`src/rtl/query_patch_loader_pkg.sv`:
```
// Shared constants and types for the query-patch loader.
// Default widths match the query-patch SRAM macro.
package query_patch_loader_pkg;

  localparam int unsigned QPL_DATA_WIDTH = 11;
  localparam int unsigned QPL_PATCH_SIZE = 5;
  localparam int unsigned QPL_MEM_WIDTH  = 56;
  localparam int unsigned QPL_ADDR_WIDTH = 9;

  typedef enum logic [1:0] {
    StIdle,
    StFetch,
    StWrite,
    StDone
  } loader_state_e;

endpackage

```
`src/rtl/query_patch_loader_patch_packer.sv`:
```
// Packs PATCH_SIZE FIFO words into one patch, word 0 in the LSBs.
// patch_next exposes the register's next value so a completed patch can be captured on its last push.
module query_patch_loader_patch_packer
  import query_patch_loader_pkg::*;
#(
  parameter int unsigned DATA_WIDTH = QPL_DATA_WIDTH,
  parameter int unsigned PATCH_SIZE = QPL_PATCH_SIZE
) (
  input  logic                             clk,
  input  logic                             rst_n,
  input  logic                             clear,
  input  logic                             push,
  input  logic [DATA_WIDTH-1:0]            word,
  output logic                             full,
  output logic [PATCH_SIZE*DATA_WIDTH-1:0] patch_next
);

  localparam int unsigned IdxW = (PATCH_SIZE > 1) ? $clog2(PATCH_SIZE) : 1;
  localparam logic [IdxW-1:0] LastIdx = IdxW'(PATCH_SIZE - 1);

  logic [IdxW-1:0]                       idx_q, idx_d;
  logic [PATCH_SIZE-1:0][DATA_WIDTH-1:0] words_q, words_d;

  always_comb begin
    idx_d   = idx_q;
    words_d = words_q;
    if (clear) begin
      idx_d   = '0;
      words_d = '0;
    end else if (push) begin
      // First word of a patch wipes the previous patch so stale words never leak.
      if (idx_q == '0) begin
        words_d = '0;
      end
      words_d[idx_q] = word;
      idx_d = (idx_q == LastIdx) ? '0 : idx_q + 1'b1;
    end
  end

  assign full       = push && !clear && (idx_q == LastIdx);
  assign patch_next = words_d;

  always_ff @(posedge clk or negedge rst_n) begin
    if (!rst_n) begin
      idx_q   <= '0;
      words_q <= '0;
    end else begin
      idx_q   <= idx_d;
      words_q <= words_d;
    end
  end

endmodule

```
`src/rtl/query_patch_loader.sv`:
```
// Dequeues FIFO words, packs them into query patches and writes each patch to the query SRAM.
// All outputs except fifo_deq are registered from the next state.
module query_patch_loader
  import query_patch_loader_pkg::*;
#(
  parameter int unsigned DATA_WIDTH = QPL_DATA_WIDTH,
  parameter int unsigned PATCH_SIZE = QPL_PATCH_SIZE,
  parameter int unsigned MEM_WIDTH  = QPL_MEM_WIDTH,
  parameter int unsigned ADDR_WIDTH = QPL_ADDR_WIDTH
) (
  input  logic                  clk,
  input  logic                  rst_n,
  input  logic                  start,
  input  logic [ADDR_WIDTH:0]   num_patches,
  input  logic                  fifo_rempty_n,
  input  logic [DATA_WIDTH-1:0] fifo_rdata,
  output logic                  fifo_deq,
  output logic                  mem_csb0,
  output logic                  mem_web0,
  output logic [ADDR_WIDTH-1:0] mem_addr0,
  output logic [MEM_WIDTH-1:0]  mem_wpatch0,
  output logic                  busy,
  output logic                  done
);

  localparam int unsigned PackW = DATA_WIDTH * PATCH_SIZE;
  localparam int unsigned CntW  = ADDR_WIDTH + 1;
  localparam logic [CntW-1:0] MaxPatches = {1'b1, {ADDR_WIDTH{1'b0}}};

  loader_state_e   state_q, state_d;
  logic [CntW-1:0] total_q, total_d;
  logic [CntW-1:0] patch_cnt_q, patch_cnt_d;
  logic            deq;
  logic            pack_clear;
  logic            pack_full;
  logic [PackW-1:0]     pack_next;
  logic [MEM_WIDTH-1:0] wpatch_ext;

  query_patch_loader_patch_packer #(
    .DATA_WIDTH(DATA_WIDTH),
    .PATCH_SIZE(PATCH_SIZE)
  ) u_packer (
    .clk       (clk),
    .rst_n     (rst_n),
    .clear     (pack_clear),
    .push      (deq),
    .word      (fifo_rdata),
    .full      (pack_full),
    .patch_next(pack_next)
  );

  always_comb begin
    state_d     = state_q;
    total_d     = total_q;
    patch_cnt_d = patch_cnt_q;
    pack_clear  = 1'b0;
    deq         = 1'b0;
    unique case (state_q)
      StIdle: begin
        if (start) begin
          total_d     = (num_patches > MaxPatches) ? MaxPatches : num_patches;
          patch_cnt_d = '0;
          pack_clear  = 1'b1;
          state_d     = (num_patches == '0) ? StDone : StFetch;
        end
      end
      StFetch: begin
        deq = fifo_rempty_n;
        if (pack_full) begin
          state_d = StWrite;
        end
      end
      StWrite: begin
        patch_cnt_d = patch_cnt_q + 1'b1;
        state_d     = (patch_cnt_d == total_q) ? StDone : StFetch;
      end
      StDone: begin
        state_d = StIdle;
      end
      default: begin
        state_d = StIdle;
      end
    endcase
  end

  always_comb begin
    wpatch_ext             = '0;
    wpatch_ext[PackW-1:0]  = pack_next;
  end

  assign fifo_deq = deq;

  always_ff @(posedge clk or negedge rst_n) begin
    if (!rst_n) begin
      state_q     <= StIdle;
      total_q     <= '0;
      patch_cnt_q <= '0;
      mem_csb0    <= 1'b1;
      mem_web0    <= 1'b1;
      mem_addr0   <= '0;
      mem_wpatch0 <= '0;
      busy        <= 1'b0;
      done        <= 1'b0;
    end else begin
      state_q     <= state_d;
      total_q     <= total_d;
      patch_cnt_q <= patch_cnt_d;
      busy        <= (state_d == StFetch) || (state_d == StWrite);
      done        <= (state_d == StDone);
      mem_csb0    <= (state_d != StWrite);
      mem_web0    <= (state_d != StWrite);
      // Address and data are captured on entry to WRITE and then hold until the next patch.
      if (state_d == StWrite) begin
        mem_addr0   <= patch_cnt_q[ADDR_WIDTH-1:0];
        mem_wpatch0 <= wpatch_ext;
      end
    end
  end

endmodule

```
`config.mk`:
```
export PLATFORM = sky130hd
export DESIGN_NAME = query_patch_loader
export DESIGN_NICKNAME = d
export VERILOG_FILES = /design/src/rtl/query_patch_loader_pkg.sv /design/src/rtl/query_patch_loader_patch_packer.sv /design/src/rtl/query_patch_loader.sv
export SDC_FILE = /design/constraint.sdc
export NUM_CORES = 1
export LEC_CHECK = 0
export CORE_ASPECT_RATIO = 1.2
export CORE_MARGIN = 5
export CORE_UTILIZATION = 48
export DETAILED_ROUTE_END_ITERATION = 8
export GPL_TIMING_DRIVEN = 0
export PLACE_DENSITY_LB_ADDON = 0.05
export REMOVE_ABC_BUFFERS = 1
export SLEW_MARGIN = 0
export SYNTH_ARGS = -nofsm -noshare
export SYNTH_HDL_FRONTEND = slang
export SYNTH_SLANG_ARGS = --single-unit
```
`constraint.sdc`:
```
create_clock -name clk -period 3 [get_ports clk]
set_clock_uncertainty 0.15 [all_clocks]
set_input_delay 0.6 -clock clk [delete_from_list [all_inputs] [get_ports clk]]
set_output_delay 0.6 -clock clk [all_outputs]
set_load 0.02 [all_outputs]
```
==> results of run 1 <==
==> metal layers <==
layer	part of all wire [%]	wire length, µm	up-vias	global-route usage, %
li1	-	-	1861	-
met1	42	5716	2047	24.14
met2	50	6853	96	31.71
met3	5.8	788	20	6.030
met4	2.2	306	0	6.880
met5	0	0	-	0
==> registers in the layout, indices dropped and copies added, names as in the netlist <==
| register | count |
|---|---|
| state_q | 2 |
| u_packer.words_q | 55 |
| mem_addr0 | 9 |
| done | 1 |
| mem_wpatch0 | 55 |
| patch_cnt_q | 10 |
| mem_web0 | 1 |
| total_q | 10 |
| u_packer.idx_q | 3 |
| busy | 1 |
==> cell type report <==
type	instances	area, µm²
timing repair buffer	97	1002
inverter	8	30.03
sequential	147	3681
tap	161	201.4
multi-input combinational	279	2176
clock buffer	20	456.7
fill	980	4514
clock inverter	12	105.1
==> worst paths after layout <==
check | to | slack [ns] | startpoint
max | fifo_deq | 0.08 | fifo_rempty_n
min | busy | 0.05 | rst_n
max reg2reg | mem_wpatch0[39] | 0.14 | patch_cnt_q[4]
min reg2reg | total_q[3] | 0.35 | total_q[3]
max in group asynchronous | mem_wpatch0[24] | 1.85 | rst_n
min in group clk | total_q[3] | 0.35 | total_q[3]
==> synth_stat cells (5+ instances only) <==
| cell type | count |
|---|---|
| a21oi_1 | 8 |
| a22o_1 | 50 |
| and2_1 | 5 |
| and3_1 | 6 |
| buf_2 | 9 |
| clkbuf_1 | 19 |
| dfrtp_1 | 146 |
| inv_1 | 7 |
| mux2_2 | 64 |
| nand2_1 | 39 |
| nand3_1 | 7 |
| nand3b_1 | 8 |
| nor2_1 | 7 |
| nor3_1 | 6 |
| o21ai_0 | 19 |
| xnor2_1 | 8 |
==> through the flow <==
stage / cells / hold slack [ns] / setup TNS (ns) / cell area [µm²] / power [W]
after detailed placement: 690 / 0.3289 / -24.97 / 7061 / 0.004616
after global routing: 724 / 0.1004 / 0 / 7652 / 0.006950
after floorplan: 434 / 0.1544 / -54.49 / 5867 / 0.003822
final: 724 / 0.05393 / 0 / 7652 / 0.006590
after global placement: 688 / 0.3225 / -817.61 / 6999 / 0.004571
after CTS: 724 / 0.07158 / 0 / 7649 / 0.006651
==> power groups by stage <==
stage	Sequential [W]	Clock (W)	Combinational (W)
CTS	0.00275	0.00204	0.00186
detailed placement	0.00278	0	0.00184
finish	0.00275	0.00200	0.00184
floorplan	0.00289	0	0.000928
global placement	0.00277	0	0.00180
global route	0.00280	0.00214	0.00201
==> critical path, cell delays in order <==
cell and delay, ns:
clkdlybuf4s50_1 0.53, nand2_1 0.18, inv_2 0.21, clkdlybuf4s50_1 0.65
==> kinds of logic after synthesis <==
family,Yosys count
flip-flops,147
AO/OA/AOI/OAI,103
AND/OR/NAND/NOR,95
multiplexers,64
buffers and inverters,40
XOR/XNOR,12
adder cells (fa/ha/maj),4
other,1
==> timing repair <==
item	4_1_cts	5_1_grt
hold buffers	0	0
setup endpoints to repair	64	53
resized for setup	2	1
setup buffers	2	0
==> metrics.md, run 1 <==
| Metric | Value |
|---|---|
| Total track usage | 19.31% |
| Initial antenna violation count | 0 |
| Worst-Skew Late Latency | 0.42 ns |
| Clock share of power | 30.4% |
| I/O Buffers | 93 |
| Final min period | 2.915 ns |
| 1st-pass router iterations | 4 |
| Vias in the first global route | 4222 |
| Nets | 579 |
| CTS tree | yes |
| #FFs+latches synth | 147 |
| Sw Ratio | 32.20% |
| I/O Pins | 95 |
| Largest family of logic cells by synthesized area | compound AO/OA/AOI/OAI gates |
| CP Launch Type | input port |
| Standard-cell row count | 44 |
| Clock Sinks | 147 |
| Final Hold Viols | 0 |
| Slew headroom | 16.26% |
| Dpl ws | -0.4981 ns |
| Initial drt markers | 198 |
| Pins Over Slew Limit | 0 |
| Sequential area share after synthesis | 61.19% |
| RSZ-0062 raised after global routing | false |
| Leak | 3.566 nW |
| Max Cap Violations | 0 |
| Syn Area/Cell | 12.90 µm² |
| Post-synthesis adder-cell area fraction | 0.8323% |
| Number of enable flip-flop cells after synthesis | 0 |
| Compound-Gate Fraction of Synth Area | 13.17% |
| Mux contribution to synthesized area | 11.99% |
| DRT Wirelength | 13670 µm |
| Hold WC Path Type | in2async |
| Die Y | 132.6 µm |
| Critical Path RT | 2.25 ns |
| Internal Power | 0.004468 W |
| Wire length per cell | 18.87 µm |
| Detail Placement HPWL | 8763 µm |
| Post-synthesis simple-gate area fraction | 8.073% |
| CTS Buf Count | 17 |
| Combinational power share | 28.0% |
| Register clock-pin slew on the reported worst setup and hold paths | 0.06 ns |
| Diodes inserted | 0 |
| Peak supply drop | 0.4752 mV |
| Status | finished, final reports clean |
| Async set-reset flop share out of synthesis | 100.0% |
| P per Cell Area | 861.2 nW/µm² |
| Share of layout cells above drive strength 1 | 19.89% |
| Setup violators final | 0 |
| Worst Setup End Kind | output port |
| Crit path arrival time | 2.17 ns |
| First-pass GRT wire length | 22670 µm |
| Synth warnings | 0 |
| Mapped Cells | 466 |
| Mapped Area | 6013 µm² |
| Cell taking the most area after synthesis | dfrtp_1 |
| H-Tree Depth | 4 |
| Post-Route Utilization | 62.90% |
| Layout area overhead | 27.26% |
| Core Area | 12170 µm² |
| Die ar. | 14880 µm² |
| Most common cell after layout, fill and taps aside | dfrtp_1 |
| Period utilization | 97.17% |
| Starting Density | 49.42% |
| Die X-Extent | 112.2 µm |
| Slew @ Worst Pin | 1.248 ns |
| Post-detailed-route count of antenna-violating nets | 0 |
| DRC viols | 0 |
| Critical path class | in2out |
| Via-to-Cell Ratio | 5.558 |
| Post-Synth XOR/XNOR Area | 1.748% |
| Post-synth top flop | dfrtp_1 |
| Ranking of synthesized cells by area | dfrtp_1, mux2_2, a22o_1 |
| Placer Congestion | 0.8118 |
| Synth unique cells | 45 |
| Largest net degree at the start of global routing | 76 |
| Most frequent cells in the layout | dfrtp_1, clkdlybuf4s50_1, mux2_2, a22o_1, nand2_1 |
| Final worst slack | 0.08497 ns |
| Sw power | 0.002122 W |
| Gr ovfl total | 0 |
| Seq pwr share | 41.7% |
| Fmax | 343.0 MHz |
| Max Fanout on Critical Path | 13 |
| Routed vias | 4024 |
| R2R depth | 8 |
| Share of the synthesized area in the top cell type | 60.76% |
| CTS Root Cell | clkbuf_16 |
| Clk buf depth | 2 |
(Power assumes the default switching activity.)
==> run 2, diff against run 1 <==
- CORE_MARGIN: 5 -> not set
- PLACE_DENSITY: not set -> 0.81
- PLACE_DENSITY_LB_ADDON: 0.05 -> not set
==> run 2 against run 1 <==
  * Register-to-register slack got worse by 0.04 ns
  * Wire length grew 8.3%
  * Worst setup slack better by 0.020 ns
  * Global-route usage rose by 4.5 points
  * Sequential share of layout area shrank 0.53 points
  * Critical path depth is 5 higher
  * Clock-buffer cell count decreased by 3
  * First-iteration DRC count is 36% higher
  * Critical path type is now reg2reg
  * Largest cell class unchanged
==> metrics.md, run 2 (synthesis gave the netlist of run 1 again) <==
| Metric | Value |
|---|---|
| Final total negative setup slack | 0 ns |
| R2r endpoint | mem_wpatch0[15] |
| CTS Hold Bufs | 0 |
| Critical path class | reg2reg |
| Crit path arrival time | 3.05 ns |
| Worst-Skew Late Latency | 0.41 ns |
| Slew @ Worst Pin | 1.218 ns |
| CTS tree | yes |
| Initial drt markers | 269 |
| Largest net degree at the start of global routing | 86 |
| Most common cell after layout, fill and taps aside | dfrtp_1 |
| Peak supply drop | 0.5259 mV |
| Post-detailed-route count of antenna-violating nets | 0 |
| CTS Buf Count | 17 |
| Setup violators final | 0 |
| Leak | 3.602 nW |
| Final Hold Viols | 0 |
| Clk buf depth | 2 |
| Biggest regs | mem_wpatch0 x55, u_packer.words_q x55 |
| Status | finished, final reports clean |
| Detail Placement HPWL | 8619 µm |
| Starting Density | 49.42% |
| Gr ovfl total | 0 |
| Most frequent cells in the layout | dfrtp_1, clkdlybuf4s50_1, mux2_2, a22o_1, nand2_1 |
| Hold WC Path Type | in2async |
| Worst Setup End Kind | register |
| RSZ-0062 raised after global routing | false |
| Share of layout cells above drive strength 1 | 20.21% |
| I/O Pins | 95 |
| Total track usage | 23.78% |
| Die X-Extent | 104.2 µm |
| Reg-to-Reg Start | patch_cnt_q[1] |
| Final std cells w/o fill | 725 |
| H-Tree Depth | 4 |
| P per Cell Area | 876.7 nW/µm² |
| Final worst slack | 0.1049 ns |
| R2R depth | 9 |
| Max Fanout on Critical Path | 16 |
| Critical Path RT | 3.15 ns |
| Initial antenna violation count | 0 |
| Dpl cells | 689 |
| Final min period | 2.895 ns |
| Wire length per cell | 20.41 µm |
| Slew headroom | 18.26% |
| Fmax | 345.4 MHz |
| Core Area | 12170 µm² |
| First-pass GRT wire length | 23470 µm |
| Standard-cell row count | 44 |
| Via-to-Cell Ratio | 5.847 |
| Period utilization | 96.50% |
| Layout area overhead | 28.71% |
| I/O Buffers | 93 |
| Pins Over Slew Limit | 0 |
| Flop2flop setup slack | 0.10 ns |
| CTS Root Cell | clkbuf_16 |
| DRC viols | 0 |
| Clock Sinks | 147 |
| Die Y | 124.6 µm |
| Register clock-pin slew on the reported worst setup and hold paths | 0.06 ns |
| Placer Congestion | 0.8381 |
| Dpl ws | -0.6542 ns |
| Vias in the first global route | 4341 |
| Nets | 580 |
| 1st-pass router iterations | 6 |
| DRT Wirelength | 14800 µm |
| Diodes inserted | 0 |
| Die ar. | 12980 µm² |
| CP Launch Type | register |
| Max Cap Violations | 0 |
| Routed vias | 4239 |
[run 2: cell count changes in the layout (fill, tap and decap cells not counted), sizes merged]
cell	delta
inv	+4
clkinv	-3
clkbuf	-2
bufinv	+1
clkdlybuf4s50	-1
clkinvlp	+1
dlymetal6s2s	+1
[run 2: cell type report]
class,instances,area (µm²)
Sequential cell,147,3682
Clock buffer,17,425.4
Tap cell,161,201.4
Multi-Input combinational cell,279,2172
Clock inverter,15,173.9
Inverter,8,30.03
Fill cell,884,4427
Timing Repair Buffer,98,1055
[run 2: worst max-delay path: stages, from the launching register on]
cell and delay [ns]:
dfrtp_1 0.45, ha_2 0.29, and3_1 0.27, and3_1 0.23, a31oi_1 0.11, a21oi_1 0.26
a31o_2 0.23, ha_4 0.23, clkbuf_16 0.23, mux2_2 0.34
[run 2: per-layer routing]
| layer | GRT usage, % | vias up | share of wire [%] |
|---|---|---|---|
| met5 | 0 | - | 0 |
| met4 | 9.496 | 0 | 1.8 |
| met3 | 7.064 | 21 | 7.3 |
| met2 | 39.14 | 188 | 50 |
| met1 | 29.39 | 2174 | 41 |
| li1 | - | 1856 | - |
[run 2: worst max path at each step]
stage / slack [ns] / from / to / cells past startpoint
after floorplan: -0.84 / patch_cnt_q[0] / mem_addr0[0] / 8
after global placement: -4.34 / rst_n / mem_wpatch0[35] / 1
after detailed placement: -0.65 / start / mem_wpatch0[34] / 7
after CTS: 0.04 / patch_cnt_q[0] / mem_wpatch0[47] / 9
after global routing: 0.0005 / patch_cnt_q[1] / mem_addr0[5] / 9
final: 0.10 / patch_cnt_q[1] / mem_wpatch0[15] / 9
[run 2: metrics by stage]
step | hold WS [ns] | power [W] | utilization [%] | instance area [µm²]
5_1_grt | 0.1517 | 0.007092 | 63.62 | 7740
4_1_cts | 0.1186 | 0.006794 | 63.35 | 7707
3_5_place_dp | 0.3326 | 0.004617 | 57.87 | 7041
2_1_floorplan | 0.1544 | 0.003822 | - | 5867
6_report | 0.09281 | 0.006786 | 63.62 | 7740
3_3_place_gp | 0.3269 | 0.004531 | 57.53 | 6999
[run 2: power by group]
| part | internal [W] | switching (W) | total [W] | leakage, nW |
|---|---|---|---|---|
| Sequential | 0.00247 | 0.000298 | 0.00277 | 2.00 |
| Clock | 0.00125 | 0.000881 | 0.00213 | 0.286 |
| Combinational | 0.000821 | 0.00107 | 0.00189 | 1.31 |
| Total | 0.00454 | 0.00225 | 0.00679 | 3.60 |
[run 2: timing repair]
| item | in CTS | in global routing |
|---|---|---|
| pin swaps | 0 | 0 |
| buffers inserted | 3 | 0 |
| gates resized for setup | 0 | 4 |
| setup endpoints to repair | 65 | 65 |
| endpoints found under the hold margin | 0 | 0 |
| cloned | 0 | 1 |
